<file path="config.mk">
export PLATFORM = sky130hd
export DESIGN_NAME = sha256_iter_ctrl_flat
export DESIGN_NICKNAME = d
export VERILOG_FILES = /design/src/rtl/sha256_iter_ctrl_if.sv /design/src/rtl/sha256_iter_ctrl.sv /design/src/flat_wrapper.sv
export SDC_FILE = /design/constraint.sdc
export NUM_CORES = 2
export LEC_CHECK = 0
export BUFFER_PORTS_ARGS = -buffer_cell sky130_fd_sc_hd__buf_2
export CAP_MARGIN = 15
export CORE_UTILIZATION = 67
export CTS_BUF_LIST = sky130_fd_sc_hd__clkbuf_4 sky130_fd_sc_hd__clkbuf_8
export CTS_CLUSTER_DIAMETER = 40
export DETAILED_ROUTE_END_ITERATION = 6
export PLACE_DENSITY = 0.95
export SETUP_SLACK_MARGIN = 0.05
export SLEW_MARGIN = 20
export SYNTH_ARGS = -nofsm -noshare
export SYNTH_HDL_FRONTEND = slang
export SYNTH_SLANG_ARGS = --single-unit
</file>
<file path="constraint.sdc">
create_clock -name clk -period 15.2 [get_ports clk]
set_input_delay 2.28 -clock clk [delete_from_list [all_inputs] [get_ports clk]]
set_output_delay 2.28 -clock clk [all_outputs]
set_load 0.02 [all_outputs]
</file>
<file path="src/rtl/sha256_iter_ctrl_if.sv">
// Block-in / digest-out handshake bundle for the iterative SHA-256 engine.
// The master side is the upstream producer/consumer; the engine takes the slave modport.
interface sha256_iter_ctrl_if;
   localparam int unsigned BLK_W = 512;
   localparam int unsigned DIG_W = 256;

   logic [BLK_W-1:0] blk_data;
   logic             blk_first;
   logic             blk_last;
   logic             blk_valid;
   logic             blk_ready;
   logic [DIG_W-1:0] digest;
   logic             digest_valid;
   logic             digest_ready;
   logic             busy;

   modport master (
      output blk_data, blk_first, blk_last, blk_valid, digest_ready,
      input  blk_ready, digest, digest_valid, busy
   );

   modport slave (
      input  blk_data, blk_first, blk_last, blk_valid, digest_ready,
      output blk_ready, digest, digest_valid, busy
   );
endinterface

</file>
<file path="src/rtl/sha256_iter_ctrl.sv">
// Iterative SHA-256 compression: one round per clock, multi-block chaining through H,
// digest returned over a valid/ready handshake.
module sha256_iter_ctrl #(
   parameter int unsigned ROUNDS = 64
) (
   input logic              clk,
   input logic              rst_n,
   sha256_iter_ctrl_if.slave bus
);
   localparam int unsigned WORD_W = 32;
   localparam int unsigned T_W    = 6;
   localparam logic [255:0] IV =
      256'h6a09e667_bb67ae85_3c6ef372_a54ff53a_510e527f_9b05688c_1f83d9ab_5be0cd19;

   typedef enum logic [1:0] {S_IDLE, S_ROUND, S_UPDATE, S_DONE} state_e;

   state_e             state_q, state_d;
   logic [T_W-1:0]     t_q, t_d;
   logic               last_q, last_d;
   logic               chain_q, chain_d;
   logic [WORD_W-1:0]  w_q [16];
   logic [WORD_W-1:0]  w_d [16];
   logic [WORD_W-1:0]  v_q [8];
   logic [WORD_W-1:0]  v_d [8];
   logic [WORD_W-1:0]  h_q [8];
   logic [WORD_W-1:0]  h_d [8];
   logic               blk_ready_q, digest_valid_q, busy_q;
   logic               accept_c;
   logic [WORD_W-1:0]  k_c, t1_c, t2_c, w_new_c;

   function automatic logic [WORD_W-1:0] bsig0(input logic [WORD_W-1:0] x);
      return {x[1:0], x[31:2]} ^ {x[12:0], x[31:13]} ^ {x[21:0], x[31:22]};
   endfunction

   function automatic logic [WORD_W-1:0] bsig1(input logic [WORD_W-1:0] x);
      return {x[5:0], x[31:6]} ^ {x[10:0], x[31:11]} ^ {x[24:0], x[31:25]};
   endfunction

   function automatic logic [WORD_W-1:0] ssig0(input logic [WORD_W-1:0] x);
      return {x[6:0], x[31:7]} ^ {x[17:0], x[31:18]} ^ (x >> 3);
   endfunction

   function automatic logic [WORD_W-1:0] ssig1(input logic [WORD_W-1:0] x);
      return {x[16:0], x[31:17]} ^ {x[18:0], x[31:19]} ^ (x >> 10);
   endfunction

   // Round-constant ROM indexed by the round counter
   function automatic logic [WORD_W-1:0] k_rom(input logic [T_W-1:0] t);
      logic [WORD_W-1:0] k;
      k = '0;
      case (t)
         6'd0:  k = 32'h428a2f98; 6'd1:  k = 32'h71374491; 6'd2:  k = 32'hb5c0fbcf; 6'd3:  k = 32'he9b5dba5;
         6'd4:  k = 32'h3956c25b; 6'd5:  k = 32'h59f111f1; 6'd6:  k = 32'h923f82a4; 6'd7:  k = 32'hab1c5ed5;
         6'd8:  k = 32'hd807aa98; 6'd9:  k = 32'h12835b01; 6'd10: k = 32'h243185be; 6'd11: k = 32'h550c7dc3;
         6'd12: k = 32'h72be5d74; 6'd13: k = 32'h80deb1fe; 6'd14: k = 32'h9bdc06a7; 6'd15: k = 32'hc19bf174;
         6'd16: k = 32'he49b69c1; 6'd17: k = 32'hefbe4786; 6'd18: k = 32'h0fc19dc6; 6'd19: k = 32'h240ca1cc;
         6'd20: k = 32'h2de92c6f; 6'd21: k = 32'h4a7484aa; 6'd22: k = 32'h5cb0a9dc; 6'd23: k = 32'h76f988da;
         6'd24: k = 32'h983e5152; 6'd25: k = 32'ha831c66d; 6'd26: k = 32'hb00327c8; 6'd27: k = 32'hbf597fc7;
         6'd28: k = 32'hc6e00bf3; 6'd29: k = 32'hd5a79147; 6'd30: k = 32'h06ca6351; 6'd31: k = 32'h14292967;
         6'd32: k = 32'h27b70a85; 6'd33: k = 32'h2e1b2138; 6'd34: k = 32'h4d2c6dfc; 6'd35: k = 32'h53380d13;
         6'd36: k = 32'h650a7354; 6'd37: k = 32'h766a0abb; 6'd38: k = 32'h81c2c92e; 6'd39: k = 32'h92722c85;
         6'd40: k = 32'ha2bfe8a1; 6'd41: k = 32'ha81a664b; 6'd42: k = 32'hc24b8b70; 6'd43: k = 32'hc76c51a3;
         6'd44: k = 32'hd192e819; 6'd45: k = 32'hd6990624; 6'd46: k = 32'hf40e3585; 6'd47: k = 32'h106aa070;
         6'd48: k = 32'h19a4c116; 6'd49: k = 32'h1e376c08; 6'd50: k = 32'h2748774c; 6'd51: k = 32'h34b0bcb5;
         6'd52: k = 32'h391c0cb3; 6'd53: k = 32'h4ed8aa4a; 6'd54: k = 32'h5b9cca4f; 6'd55: k = 32'h682e6ff3;
         6'd56: k = 32'h748f82ee; 6'd57: k = 32'h78a5636f; 6'd58: k = 32'h84c87814; 6'd59: k = 32'h8cc70208;
         6'd60: k = 32'h90befffa; 6'd61: k = 32'ha4506ceb; 6'd62: k = 32'hbef9a3f7; 6'd63: k = 32'hc67178f2;
         default: k = '0;
      endcase
      return k;
   endfunction

   // One compression round; w_q[0] always holds W[t], w_new_c is W[t+16]
   always_comb begin
      k_c     = k_rom(t_q);
      t1_c    = v_q[7] + bsig1(v_q[4]) + ((v_q[4] & v_q[5]) ^ (~v_q[4] & v_q[6])) + k_c + w_q[0];
      t2_c    = bsig0(v_q[0]) + ((v_q[0] & v_q[1]) ^ (v_q[0] & v_q[2]) ^ (v_q[1] & v_q[2]));
      w_new_c = ssig1(w_q[14]) + w_q[9] + ssig0(w_q[1]) + w_q[0];
   end

   always_comb begin
      state_d  = state_q;
      t_d      = t_q;
      last_d   = last_q;
      chain_d  = chain_q;
      w_d      = w_q;
      v_d      = v_q;
      h_d      = h_q;
      accept_c = 1'b0;
      case (state_q)
         S_IDLE: begin
            if (bus.blk_valid) begin
               accept_c = 1'b1;
               for (int i = 0; i < 16; i++) w_d[i] = bus.blk_data[511 - 32*i -: 32];
               for (int i = 0; i < 8; i++) begin
                  v_d[i] = bus.blk_first ? IV[255 - 32*i -: 32] : h_q[i];
                  if (bus.blk_first) h_d[i] = IV[255 - 32*i -: 32];
               end
               last_d  = bus.blk_last;
               chain_d = 1'b1;
               t_d     = '0;
               state_d = S_ROUND;
            end
         end
         S_ROUND: begin
            for (int i = 0; i < 15; i++) w_d[i] = w_q[i+1];
            w_d[15] = w_new_c;
            v_d[0]  = t1_c + t2_c;
            v_d[1]  = v_q[0];
            v_d[2]  = v_q[1];
            v_d[3]  = v_q[2];
            v_d[4]  = v_q[3] + t1_c;
            v_d[5]  = v_q[4];
            v_d[6]  = v_q[5];
            v_d[7]  = v_q[6];
            t_d     = t_q + T_W'(1);
            if (t_q == T_W'(ROUNDS - 1)) state_d = S_UPDATE;
         end
         S_UPDATE: begin
            for (int i = 0; i < 8; i++) h_d[i] = h_q[i] + v_q[i];
            chain_d = ~last_q;
            state_d = last_q ? S_DONE : S_IDLE;
         end
         S_DONE: begin
            if (bus.digest_ready) state_d = S_IDLE;
         end
         default: state_d = S_IDLE;
      endcase
   end

   always_ff @(posedge clk or negedge rst_n) begin
      if (!rst_n) begin
         state_q        <= S_IDLE;
         t_q            <= '0;
         last_q         <= 1'b0;
         chain_q        <= 1'b0;
         for (int i = 0; i < 16; i++) w_q[i] <= '0;
         for (int i = 0; i < 8; i++) begin
            v_q[i] <= '0;
            h_q[i] <= IV[255 - 32*i -: 32];
         end
         blk_ready_q    <= 1'b1;
         digest_valid_q <= 1'b0;
         busy_q         <= 1'b0;
      end else begin
         state_q        <= state_d;
         t_q            <= t_d;
         last_q         <= last_d;
         chain_q        <= chain_d;
         w_q            <= w_d;
         v_q            <= v_d;
         h_q            <= h_d;
         blk_ready_q    <= (state_d == S_IDLE);
         digest_valid_q <= (state_d == S_DONE);
         busy_q         <= (state_d != S_IDLE);
      end
   end

   assign bus.blk_ready    = blk_ready_q;
   assign bus.digest_valid = digest_valid_q;
   assign bus.busy         = busy_q;
   assign bus.digest       = {h_q[0], h_q[1], h_q[2], h_q[3], h_q[4], h_q[5], h_q[6], h_q[7]};

   // A continuation block must only arrive while a message is still open
   a_first_needs_chain: assert property (@(posedge clk) disable iff (!rst_n)
      accept_c |-> (bus.blk_first || chain_q));

   a_round_range: assert property (@(posedge clk) disable iff (!rst_n)
      (state_q == S_ROUND) |-> (32'(t_q) < ROUNDS));
endmodule

</file>
<file path="src/flat_wrapper.sv">
// flat-port wrapper written by rule: the top's interface ports become plain ports
module sha256_iter_ctrl_flat 
#(
   parameter int unsigned ROUNDS = 64
)
  (clk, rst_n, bus_blk_data, bus_blk_first, bus_blk_last, bus_blk_valid, bus_digest_ready, bus_blk_ready, bus_digest, bus_digest_valid, bus_busy);
  sha256_iter_ctrl_if bus_i ();
  input logic clk;
  input logic rst_n;
  input wire logic [$bits(bus_i.blk_data)-1:0] bus_blk_data;
  input wire logic [$bits(bus_i.blk_first)-1:0] bus_blk_first;
  input wire logic [$bits(bus_i.blk_last)-1:0] bus_blk_last;
  input wire logic [$bits(bus_i.blk_valid)-1:0] bus_blk_valid;
  input wire logic [$bits(bus_i.digest_ready)-1:0] bus_digest_ready;
  output wire logic [$bits(bus_i.blk_ready)-1:0] bus_blk_ready;
  output wire logic [$bits(bus_i.digest)-1:0] bus_digest;
  output wire logic [$bits(bus_i.digest_valid)-1:0] bus_digest_valid;
  output wire logic [$bits(bus_i.busy)-1:0] bus_busy;
  assign bus_i.blk_data = bus_blk_data;
  assign bus_i.blk_first = bus_blk_first;
  assign bus_i.blk_last = bus_blk_last;
  assign bus_i.blk_valid = bus_blk_valid;
  assign bus_i.digest_ready = bus_digest_ready;
  assign bus_blk_ready = bus_i.blk_ready;
  assign bus_digest = bus_i.digest;
  assign bus_digest_valid = bus_i.digest_valid;
  assign bus_busy = bus_i.busy;
  sha256_iter_ctrl #(.ROUNDS(ROUNDS)) u_core (.clk(clk), .rst_n(rst_n), .bus(bus_i));
endmodule
</file>
==> results by group <==
Outcome
  • Status: finished with violations
  • Failing checks: DRC

Placed design
  • Cells after DPL: 10200
  • PortBufs: 776
  • DP HPWL: about 210 mm
  • RD Place Congestion: 1.04

Critical path
  • CP max-delay cell: ha_1
  • CP max FO: 16
  • Slowest stage delay, CP: 910 ps
  • Crit path DAT: 11630 ps
  • Worst Reg-to-Reg Cells: 36
  • Reg2reg end: u_core.v_q[255]$_DFFE_PN0P_
  • Worst R2R Start: u_core.t_q[1]$_DFFE_PN0P_
  • Crit start category: flip-flop
  • R2R Setup Slk: 4310 ps
  • Crit path capture type: flip-flop
  • Worst setup path class: reg -> reg
  • Crit path required time: 15940 ps

Cells and area
  • Share of cells above drive strength 1: 15.4%
  • Non-filler cells, final: 10600
  • Area Growth Syn to Fin: 11.7%
  • Layout Nets: 10100
  • Multi-input gate area: 42500 sq um
  • Filler instances: 7101
  • Register Area: ~26000 sq um

Floorplan
  • Die height: 329 um
  • Die ar.: 109000 sq um
  • Die width: roughly 330 um
  • Starting Density: 67.9%
  • Row count: 119
  • IO Count: 777
  • Core box area: 106000 sq um

Clock tree
  • # resized after CTS: 0
  • Max clock buf depth: 3
  • Post-CTS setup buffers: 0
  • Clock sinks: roughly 1000
  • Hold-fix buffers, CTS: 0
  • TritonCTS clock tree: built
  • Clock latency on the worst-skew pair: 950 ps
  • Htree depth: 4
  • CTS Root Cell: clkbuf_8
  • CTS Buf Count: 184
  • Clk slew on worst S/H paths: 60 ps

STA
  • Setup TNS Final: 0 ps
  • RSZ-0062 raised after global routing: no
  • Final hold vios: 0
  • Slew @ Worst Pin: roughly 1200 ps
  • Clock skew: 66.1 ps
  • Slew Limit Fails: 0
  • Tmin final: 10890 ps
  • F_max: 0.0918 GHz
  • Relative slew slack: between 20% and 30%
  • Final Cycle Share: 71.7%
  • Endpoints failing setup: 0

Yosys
  • Post-Syn Nets: roughly 9700
  • Main flop type after synthesis: dfrtp_1
  • Number of synthesized register bits: 1036
  • Syn Inst Count: ~8600
  • Async set or reset register ratio after synthesis: 100%
  • Avg Inst Size Synth: 8.37 sq um
  • Synth warn: 0
  • Sequential area share after synthesis: 36.3%
  • Cell area after synthesis: 71800 sq um
  • Number of synthesized flops with an enable pin: 0
  • Count of cell types in the netlist: 97

Drt
  • Routed Wire Length: 300 mm
  • # DRC: 214
  • Vias: between 70000 and 80000
  • 1st-iter DRT viols: 11600
  • ANT nets after route: 0
  • Vias per std cell: 6.97
  • Wirelength per Cell: 28.2 um
  • 1st-pass router iterations: 7

Global routing
  • GRT overflow: 0
  • Initial antenna violation count: between 50 and 60
  • First-pass GRT wire length: 432 mm
  • Largest net degree at the start of global routing: 259
  • Vias in the first global route: 69300
  • All-Layer GR Usage: 53.6%

Run
  • Max-Cap Viols: 0

Worst hold path
  • Hold-critical path depth: 2
  • Hold path start: u_core.bus.digest[10]$_DFFE_PN1P_
  • Class of the tightest hold or removal check: reg -> reg
  • Hold worst-path end: u_core.bus.digest[10]$_DFFE_PN1P_
[sequential cells by signal, summed over array words and instances (netlist names)]
signal,flops
u_core.bus.digest_valid,1
u_core.last_q,1
u_core.w_q,512
u_core.t_q,6
u_core.state_q,2
u_core.v_q,256
u_core.bus.digest,256
u_core.bus.busy,1
u_core.bus.blk_ready,1
[critical path, delay by kind of cell, from the launching register on]
| kind | cells | cell delay [ps] |
|---|---|---|
| AO/OA/AOI/OAI | 14 | 3680 |
| flip-flops | 1 | 740 |
| buffers and inverters | 3 | 640 |
| XOR/XNOR | 3 | 530 |
| AND/OR/NAND/NOR | 9 | 1720 |
| adder cells (fa/ha/maj) | 7 | 3370 |
[per-layer routing]
| layer | track usage, % | wire, um |
|---|---|---|
| met1 | 63.7 | 98900 |
| met2 | 77.6 | 125000 |
| met3 | 18.1 | 41800 |
| met4 | 47.2 | 33900 |
| met5 | 1.61 | 366 |
[through the flow]
step           instance area [sq um]  hold slack [ps]  util (%)  setup WS [ps]
6_report                       80200              531      75.9           4310
5_1_grt                        80200              548      75.8           3680
4_1_cts                        80000              530      75.7           4580
3_5_place_dp                   75900              520      71.8           4640
3_3_place_gp                   75900              511      71.8           4710
2_1_floorplan                  71800              451         -           6420
[worst max-delay path by stage]
stage                              startpoint                          end  slack [ps]  depth (start not counted)
floorplan           u_core.t_q[1]$_DFFE_PN0P_  u_core.v_q[255]$_DFFE_PN0P_        6420                         40
global placement    u_core.t_q[1]$_DFFE_PN0P_  u_core.v_q[255]$_DFFE_PN0P_        4710                         37
detailed placement  u_core.t_q[1]$_DFFE_PN0P_  u_core.v_q[255]$_DFFE_PN0P_        4640                         37
CTS                 u_core.t_q[1]$_DFFE_PN0P_  u_core.v_q[255]$_DFFE_PN0P_        4580                         37
global route        u_core.t_q[1]$_DFFE_PN0P_  u_core.v_q[255]$_DFFE_PN0P_        3680                         37
finish              u_core.t_q[1]$_DFFE_PN0P_  u_core.v_q[255]$_DFFE_PN0P_        4310                         36
[layout make-up]
| cell class | count | share of cell area (%) |
|---|---|---|
| antenna | 51 | 0.159 |
| timing repair buffer | 850 | 5.73 |
| clock buffer | 286 | 4.42 |
| multi-input combinational | 6666 | 53.0 |
| tap | 1391 | 2.17 |
| clock inverter | 54 | 0.714 |
| sequential | 1036 | 32.5 |
| inverter | 269 | 1.26 |
[synthesized netlist by cell type, drive strengths merged, types with 54 or more instances]
cell type / n / area [sq um]
nand2b: 85 / 539
xor2: 197 / 1730
nor3: 201 / 1010
dfstp: 137 / 3600
clkbuf: 554 / 2080
ha: 390 / 4880
o21a: 68 / 510
dfrtp: 899 / 22500
xnor2: 369 / 3230
o21ai: 476 / 2380
a211oi: 58 / 435
a31oi: 539 / 3390
nor2: 907 / 3400
a21oi: 607 / 3040
a21o: 153 / 1150
inv: 268 / 1010
nor2b: 57 / 357
nand2: 1481 / 5560
nand3: 73 / 365
fa: 195 / 3900
o31ai: 135 / 1010
buf: 54 / 208
nor3b: 104 / 781
[kinds of logic after synthesis]
logic type,after synthesis,synth area share (%)
buf+inv,877,4.59
flops,1036,36.3
simple gates,3079,18.3
fa+ha+maj,607,12.5
mux,50,0.857
compound gates,2363,20.4
xor+xnor,567,6.93
[layout by cell type (no fill, tap or decap), drive strengths merged, types with 21 or more instances in the layout]
| cell | synthesis | final |
|---|---|---|
| o211ai | 33 | 33 |
| nand2b | 85 | 85 |
| o22ai | 49 | 49 |
| nand3 | 73 | 73 |
| xor2 | 197 | 197 |
| o21a | 68 | 68 |
| a21o | 153 | 153 |
| clkinv | 1 | 31 |
| or3 | 49 | 49 |
| a211oi | 58 | 58 |
| nor3 | 201 | 201 |
| clkbuf | 554 | 286 |
| dfstp | 137 | 137 |
| nor2b | 57 | 57 |
| o31ai | 135 | 135 |
| nor3b | 104 | 104 |
| xnor2 | 369 | 369 |
| dfrtp | 899 | 899 |
| a31oi | 539 | 539 |
| diode | 0 | 51 |
| mux2 | 22 | 22 |
| mux2i | 21 | 21 |
| nor2 | 907 | 907 |
| buf | 54 | 850 |
| maj3 | 22 | 22 |
| and3 | 30 | 30 |
| ha | 390 | 390 |
| o21bai | 37 | 37 |
| inv | 268 | 280 |
| a21oi | 607 | 607 |
| o21ai | 476 | 476 |
| fa | 195 | 195 |
| nand2 | 1481 | 1481 |
| nand4 | 21 | 21 |
Power is left out: the tool's default activity adds up to more than one toggle a clock period on the data nets, which glitch-free logic cannot reach.
